===== src/rtl/mips_instr_encoder.sv =====
// MIPS ADD/ADDU/SUB/SUBU/ADDI/ADDIU instruction encoder feeding a DEPTH-entry FIFO.
// Define MIPS_ENC_PC_EN to add the out_pc port and per-entry PC tagging (PC_RESET parameter).
module mips_instr_encoder #(
    parameter int DEPTH = 4
`ifdef MIPS_ENC_PC_EN
    ,
    parameter logic [31:0] PC_RESET = 32'h0000_0000
`endif
) (
    input  logic                     CLK,
    input  logic                     Reset_L,
    input  logic                     in_valid,
    output logic                     in_ready,
    input  logic [2:0]               in_op,
    input  logic [4:0]               in_rs,
    input  logic [4:0]               in_rt,
    input  logic [4:0]               in_rd,
    input  logic [15:0]              in_imm,
    output logic                     out_valid,
    input  logic                     out_ready,
    output logic [31:0]              out_instr,
    output logic [$clog2(DEPTH):0]   level,
    output logic                     err,
    output logic [7:0]               err_count
`ifdef MIPS_ENC_PC_EN
    ,
    output logic [31:0]              out_pc
`endif
);

    localparam int AW = $clog2(DEPTH);
    localparam int LW = AW + 1;

    typedef enum logic [1:0] {
        S_EMPTY,
        S_PARTIAL,
        S_FULL
    } state_t;

    state_t          state_q, state_d;
    logic [AW-1:0]   wr_ptr_q, wr_ptr_d;
    logic [AW-1:0]   rd_ptr_q, rd_ptr_d;
    logic [LW-1:0]   level_q, level_d;
    logic            err_q, err_d;
    logic [7:0]      err_count_q, err_count_d;
    logic [31:0]     mem_q [DEPTH];

    logic            legal;
    logic [31:0]     enc;
    logic            accept;
    logic            push;
    logic            pop;

    // Opcode/funct encoding; ops 6 and 7 have no encoding and are flagged illegal.
    always_comb begin
        legal = 1'b1;
        enc   = '0;
        case (in_op)
            3'd0:    enc = {6'h00, in_rs, in_rt, in_rd, 5'b0, 6'h20};
            3'd1:    enc = {6'h00, in_rs, in_rt, in_rd, 5'b0, 6'h21};
            3'd2:    enc = {6'h00, in_rs, in_rt, in_rd, 5'b0, 6'h22};
            3'd3:    enc = {6'h00, in_rs, in_rt, in_rd, 5'b0, 6'h23};
            3'd4:    enc = {6'h08, in_rs, in_rt, in_imm};
            3'd5:    enc = {6'h09, in_rs, in_rt, in_imm};
            default: legal = 1'b0;
        endcase
    end

    assign accept = in_valid && in_ready;
    assign push   = accept && legal;
    assign pop    = out_valid && out_ready;

    always_comb begin
        wr_ptr_d    = wr_ptr_q;
        rd_ptr_d    = rd_ptr_q;
        level_d     = level_q;
        err_d       = accept && !legal;
        err_count_d = err_count_q;
        if (push) begin
            wr_ptr_d = wr_ptr_q + AW'(1);
        end
        if (pop) begin
            rd_ptr_d = rd_ptr_q + AW'(1);
        end
        case ({push, pop})
            2'b10:   level_d = level_q + LW'(1);
            2'b01:   level_d = level_q - LW'(1);
            default: level_d = level_q;
        endcase
        if (err_d && (err_count_q != 8'hFF)) begin
            err_count_d = err_count_q + 8'd1;
        end
    end

    // FSM next state tracks the occupancy the FIFO will have after this edge.
    always_comb begin
        state_d = S_PARTIAL;
        if (level_d == '0) begin
            state_d = S_EMPTY;
        end else if (level_d == LW'(DEPTH)) begin
            state_d = S_FULL;
        end
    end

    always_ff @(posedge CLK or negedge Reset_L) begin
        if (!Reset_L) begin
            state_q     <= S_EMPTY;
            wr_ptr_q    <= '0;
            rd_ptr_q    <= '0;
            level_q     <= '0;
            err_q       <= 1'b0;
            err_count_q <= '0;
        end else begin
            state_q     <= state_d;
            wr_ptr_q    <= wr_ptr_d;
            rd_ptr_q    <= rd_ptr_d;
            level_q     <= level_d;
            err_q       <= err_d;
            err_count_q <= err_count_d;
        end
    end

    always_ff @(posedge CLK) begin
        if (push) begin
            mem_q[wr_ptr_q] <= enc;
        end
    end

    always_comb begin
        out_valid = (state_q != S_EMPTY);
        in_ready  = Reset_L && (state_q != S_FULL);
    end

    assign out_instr = out_valid ? mem_q[rd_ptr_q] : 32'h0;
    assign level     = level_q;
    assign err       = err_q;
    assign err_count = err_count_q;

`ifdef MIPS_ENC_PC_EN
    logic [31:0] pc_q, pc_d;
    logic [31:0] pc_mem_q [DEPTH];

    // Illegal ops never reach the FIFO, so they never consume a PC slot.
    always_comb begin
        pc_d = pc_q;
        if (push) begin
            pc_d = pc_q + 32'd4;
        end
    end

    always_ff @(posedge CLK or negedge Reset_L) begin
        if (!Reset_L) begin
            pc_q <= PC_RESET;
        end else begin
            pc_q <= pc_d;
        end
    end

    always_ff @(posedge CLK) begin
        if (push) begin
            pc_mem_q[wr_ptr_q] <= pc_q;
        end
    end

    assign out_pc = out_valid ? pc_mem_q[rd_ptr_q] : 32'h0;
`endif

endmodule

===== config.mk =====
export PLATFORM = sky130hd
export DESIGN_NAME = mips_instr_encoder
export DESIGN_NICKNAME = d
export VERILOG_FILES = /design/src/rtl/mips_instr_encoder.sv
export SDC_FILE = /design/constraint.sdc
export NUM_CORES = 1
export LEC_CHECK = 0
export BUFFER_PORTS_ARGS = -buffer_cell sky130_fd_sc_hd__buf_4
export CAP_MARGIN = 5
export CORE_UTILIZATION = 50
export CTS_CLUSTER_DIAMETER = 30
export DETAILED_ROUTE_END_ITERATION = 16
export GPL_TIMING_DRIVEN = 0
export HOLD_SLACK_MARGIN = 0.03
export PLACE_DENSITY = 0.72
export SETUP_SLACK_MARGIN = 0.5
export SLEW_MARGIN = 20
export SYNTH_ARGS = -nofsm -noshare
export SYNTH_HDL_FRONTEND = slang
export SYNTH_SLANG_ARGS = --single-unit
export TNS_END_PERCENT = 5

===== constraint.sdc =====
create_clock -name CLK -period 4.7 [get_ports CLK]
set_input_delay 0.94 -clock CLK [delete_from_list [all_inputs] [get_ports CLK]]
set_output_delay 0.94 -clock CLK [all_outputs]
set_load 0.005 [all_outputs]

=== Word level (Yosys, flattened, before mapping) ===
Memories as Yosys holds them, arrays and structs flattened.
Index checks and enable logic that the tools add are counted.

* Memories kept: 1
* RAM bits: 120
* Register bits: 18

* $add $sub $neg: 5
* Equal/unequal tests: 10
* Reductions and logical operators: 11
* Muxes and demuxes: 8

{| class="wikitable"
|+ Memory list
! name !! depth !! bits a word !! rd ports !! clocked after Yosys merged registers in !! wr ports !! line !! RTL
|-
| mem_q || 4 || 30 || 1 || 0 || 1 || 46 || <nowiki>logic [31:0] mem_q [DEPTH];</nowiki>
|}

{| class="wikitable"
|+ Operators by type and width
! cell !! number
|-
| case mux 30 bit (6 select lines) || 1
|-
| 2-to-1 mux 32 bit || 1
|-
| equality test 3 bit, second input constant || 3
|-
| adder 8 x 1 -> 8 bit, second input constant || 1
|-
| inequality test 8 bit, second input constant || 1
|-
| equality test 3 x 2 -> 1 bit, second input constant || 2
|-
| logical AND 1 bit || 6
|-
| logical NOT 3 bit || 2
|-
| case mux 3 bit (2 select lines) || 1
|-
| OR reduction 6 bit || 1
|-
| adder 2 x 1 -> 2 bit, second input constant || 2
|-
| 2-to-1 mux 2 bit || 2
|-
| adder 3 x 1 -> 3 bit, second input constant || 1
|-
| equality test 3 x 1 -> 1 bit, second input constant || 1
|-
| 2-to-1 mux 1 bit || 3
|-
| subtractor 3 x 1 -> 3 bit, second input constant || 1
|-
| equality test 2 x 1 -> 1 bit, second input constant || 1
|-
| equality test 2 bit, second input constant || 1
|-
| inequality test 2 bit, second input constant || 1
|-
| nonzero test 2 bit || 1
|-
| logical NOT 1 bit || 1
|}

=== Longest topological paths before layout ===
* Word-level depth: 9
* Gate-level depth with buffers: 12

=== Worst setup path after synthesis ===
Ideal clock, no wire load.

* Kind: in2reg
* Start point: input in_op[2]
* End point: register state_q[1]
* Setup time: 73 ps
* Arrival time: 2,636 ps
* Stages: 12
* Path slack: 1,992 ps
* Cells stage by stage: buf_2 nand2_1 and4_1 buf_2 inv_2 ha_1 inv_1 fa_1 xor2_1 nor2_1 xor2_1 nor2b_1

* Cells in the longest elaborated chain, start to end: 9
* Elaborated cells on any way between the ends: 16

{| class="wikitable"
|+ Ends and longest elaborated chain
! item !! line !! RTL
|-
| from (decl) || 14 || <nowiki>input logic [2:0] in_op,</nowiki>
|-
| equality test 3 bit (tied with other cells) || 58 || <nowiki>case (in_op)</nowiki>
|-
| OR reduction 6 bit (no source line) (*) || n/a ||
|-
| 2-to-1 mux 1 bit (*) || 58 ||
|-
| logical AND 1 bit (*) || 70 || <nowiki>assign push = accept && legal;</nowiki>
|-
| equality test 2 x 1 -> 1 bit or equality test 2 bit (tied branches) || 85 || <nowiki>case ({push, pop})</nowiki>
|-
| case mux 3 bit (2 select lines) (*) || 85 ||
|-
| equality test 3 bit || 100 || <nowiki>end else if (level_d == LW'(DEPTH)) begin</nowiki>
|-
| 2-to-1 mux 2 bit || 100 ||
|-
| 2-to-1 mux 2 bit (*) || 98 || <nowiki>if (level_d == '0) begin</nowiki>
|-
| via state_d[1] || 40 || <nowiki>state_t state_q, state_d;</nowiki>
|-
| to (signal assigned) || 114 || <nowiki>state_q <= state_d;</nowiki>
|-
| to (decl) || 40 ||
|}

Mark *: on every way through the listed nets, which the timed path passes. The rest lies on a longest branch.
A chain may end at the register's enable or synchronous reset.

=== Final worst setup path ===
* Start point: register rd_ptr_q[1]
* End point: output out_instr[26]

* Cells in the longest elaborated chain, start to end: 2

{| class="wikitable"
|+ Ends and longest elaborated chain
! item !! line !! RTL
|-
| from (decl) || 42 || <nowiki>logic [AW-1:0] rd_ptr_q, rd_ptr_d;</nowiki>
|-
| from (signal assigned) || 116 || <nowiki>rd_ptr_q <= rd_ptr_d;</nowiki>
|-
| memory read (4 x 30 bit) || n/a ||
|-
| 2-to-1 mux 32 bit || 134 || <nowiki>assign out_instr = out_valid ? mem_q[rd_ptr_q] : 32'h0;</nowiki>
|-
| to (decl) || 21 || <nowiki>output logic [31:0] out_instr,</nowiki>
|}

Every way passes these cells.

==> impl_results.md <==
- Maximum clock insertion buffer count: 2
- Synth unique cells: 32
- Setup crit end kind: primary output
- Ranking of synthesized cells by area: edfxtp_1, mux4_2, dfrtp_1
- Layout cell share with drive strength beyond 1: 37.12%
- Routed wire length: approximately 10 mm
- Core footprint: between 10000 and 15000 µm²
- Initial Util: 52.04%
- Slowest CP cell: clkbuf_1
- Cts hold-fix bufs: 0
- Sequential share of the synthesized area: 70.36%
- Die area: 11260 µm²
- Ys async rst share: 13.85%
- Area Growth Syn to Fin: 27.79%
- ANT nets after route: 0
- Die Span X: approximately 110 µm
- Measured slew at the worst slew-check pin: approximately 0.66 ns
- Initial DRC count: ~160
- Worst reg2reg endpoint: state_q[1]
- RSZ-0062 raised after global routing: false
- Worst r2r src: state_q[0]
- Post-DP HPWL: 6.547 mm
- Fin crit share: 65.33%
- Peak Freq: 325.7 MHz
- Clock Pin Slew Worst Setup and Hold Paths: 0.06 ns
- Vias in the first global route: roughly 3.2k
- Min Hold Slack: 0.3036 ns
- Top_reg_cell synth: edfxtp_1
- CTS tree: yes
- Final clock skew: 0.007810 ns
- Max-Cap Viols: 0
- 1st-pass router iterations: 4
- Max incr delay on CP: 0.51 ns
- Worst ir drop on vdd: 0.3017 mV
- Post-Synthesis Cells: 313
- Largest net degree at the start of global routing: 27
- Most frequent cells in the layout: edfxtp_1, buf_4, and2_1, mux4_2, dfrtp_1
- Global Route met2 Usage: 31.91%
- Post_cts resized: 0
- PortBufs: 79
- CTS Sinks: between 100 and 150
- Mean post-synth cell area: around 17 µm²
- Met1 usage: 26.85%
- Yosys warns: 0
- Worst EP arrival: between 2 and 2.5 ns
- Post-synth EDFFs: 112
- Final Util: 66.50%
- Remaining DRCs: 0
- Post-route cell area: about 6900 µm²
- Vias: 2976
- Row count: 37
- Setup Viol. Count Final: 0
- Final #Nets: 463
- Initial antenna violation count: 0
- Pwr dens: 571.8 nW/µm²
- Final Hold Viols: 0
- Cells traversed along the worst timing path: clkbuf_1 > mux4_2 > and2_1 > buf_4
- Total setup buffers inserted after CTS: 0
- Total negative setup slack: 0 ns
- Sw Ratio: 25.34%
- Root Buffer: clkbuf_8
- DR vias/cell: 5.249
- Critical-path maximum fanout: 10
- Required time of the critical path: 3.76 ns
- Sequential Power Share: 36.8%
- Post-Syn Area: 5420 µm²
- P_sw: 1.004 mW
- Grt ovf: 0
- Reg2Reg Depth: 11
- DP Area: 6302 µm²
- Hold WC Path Type: in2async
- Clock network power share: 34.9%
- Type of origin of the critical path: register
- Final Critical Period: 3.070 ns
- Post-placement cell count: between 500 and 600
- Max H-tree Level: 4
- Die H: approximately 110 µm
- Met3 Resource Use GR: 6.315%
- Post-Layout Cell Count: 567
- Critical path class: reg2out
- Placer Congestion: approximately 0.7
- Yosys top cell by area: edfxtp_1
- Top cell type's share of synthesized area: between 60 and 70%
- Reg-to-reg slack, setup: 2.41 ns
- FF+latch count, synth: 130
- WL per Instance: 17.96 µm
- GRT Total Usage: 20.28%
- Most common cell after layout, fill and taps aside: edfxtp_1
- Pleak: 2.645 nW
- Fill count: 733
- Gate power share: between 20 and 30%
- Int Pwr: 2.957 mW
- First-pass GRT wire length: between 15 and 20 mm
- Antenna Cells: 0
- Total CTS buffers: 17
- Clock Latency Late Sink: 0.51 ns
- Boundary pin count: 84
- Max Slew Vio Count: 0
- Max transition margin: between 50% and 60%
- GR peak layer: met2
- Status: completed
[power groups by stage]
| stage | Clock, mW | Combinational [mW] | Sequential [mW] |
|---|---|---|---|
| floorplan | 0 | 0.662 | 1.47 |
| global placement | 0 | 1.10 | 1.47 |
| detailed placement | 0 | 1.14 | 1.48 |
| CTS | 1.40 | 1.14 | 1.46 |
| global route | 1.45 | 1.24 | 1.47 |
| finish | 1.38 | 1.12 | 1.46 |
[sequential cells by signal (all words and copies together) (netlist names), named ones only]
| name | flops |
|---|---|
| err | 1 |
| err_count | 8 |
| rd_ptr_q | 2 |
| state_q | 2 |
| wr_ptr_q | 2 |
| mem_q | 112 |
| level | 2 |
[worst max path at each step]
stage / start / endpoint / slack [ns] / cells after the start
6_report: rd_ptr_q[1] / out_instr[26] / 1.63 / 4
5_1_grt: state_q[1] / out_instr[11] / 1.51 / 5
4_1_cts: rd_ptr_q[1] / out_instr[26] / 1.60 / 4
3_5_place_dp: in_op[2] / state_q[1] / 1.59 / 13
3_3_place_gp: in_op[2] / mem_q[0][17] / 1.34 / 6
2_1_floorplan: in_op[2] / state_q[1] / 1.99 / 12
[synthesized netlist by cell type, types with 3 or more instances]
master      n
clkbuf_1    5
a21oi_1     4
xor2_1      7
buf_4       5
o21ai_1     8
nor3_1      3
mux4_2     28
nand3_1     3
buf_2       7
and2_1     54
inv_1      13
xnor2_1     4
edfxtp_1  112
dfrtp_1    18
nor2b_1     3
inv_2       3
nand2_1    12
ha_1        6
[metal layers]
metal / up-vias / share of wire, %
li1: 1370 / -
met1: 1492 / 44
met2: 105 / 50
met3: 9 / 4.5
met4: 0 / 1.2
met5: - / 0
[worst max-delay path, delay by kind of cell, from the launching register on]
family                 cells  cell delay [ns]
DFF                        1             0.35
and+or+nand+nor            1             0.20
muxes                      1             0.42
buffers and inverters      2             0.65
[cells by family (layout without fill, tap and decap cells)]
logic type | Yosys count | count (layout) | share of synthesized area, %
AOI/OAI and AO/OA | 14 | 14 | 1.316
xor gates and xnor gates | 11 | 11 | 1.777
adders and majority gates | 7 | 7 | 1.754
buffers and inverters | 33 | 148 | 2.793
DFF | 130 | 130 | 70.36
muxes | 30 | 30 | 12.05
other | 1 | 4 | 0.06919
and+or+nand+nor | 87 | 87 | 9.880
[layout make-up]
class | count | area [µm²] | area share, %
Clock buffer | 22 | 442.9 | 6.395
Tap cell | 136 | 170.2 | 2.457
Buffer | 17 | 91.34 | 1.319
Clock inverter | 10 | 181.4 | 2.619
Inverter | 16 | 60.06 | 0.8671
Timing Repair Buffer | 83 | 695.7 | 10.04
Multi-Input combinational cell | 153 | 1471 | 21.24
Sequential cell | 130 | 3814 | 55.06
[metrics by stage]
step	total power, mW	setup slack, ns
2_1_floorplan	2.128	1.992
3_3_place_gp	2.569	1.344
3_5_place_dp	2.618	1.593
4_1_cts	4.003	1.601
5_1_grt	4.159	1.508
6_report	3.961	1.630
No activity file was read; power rests on OpenSTA's default activity.
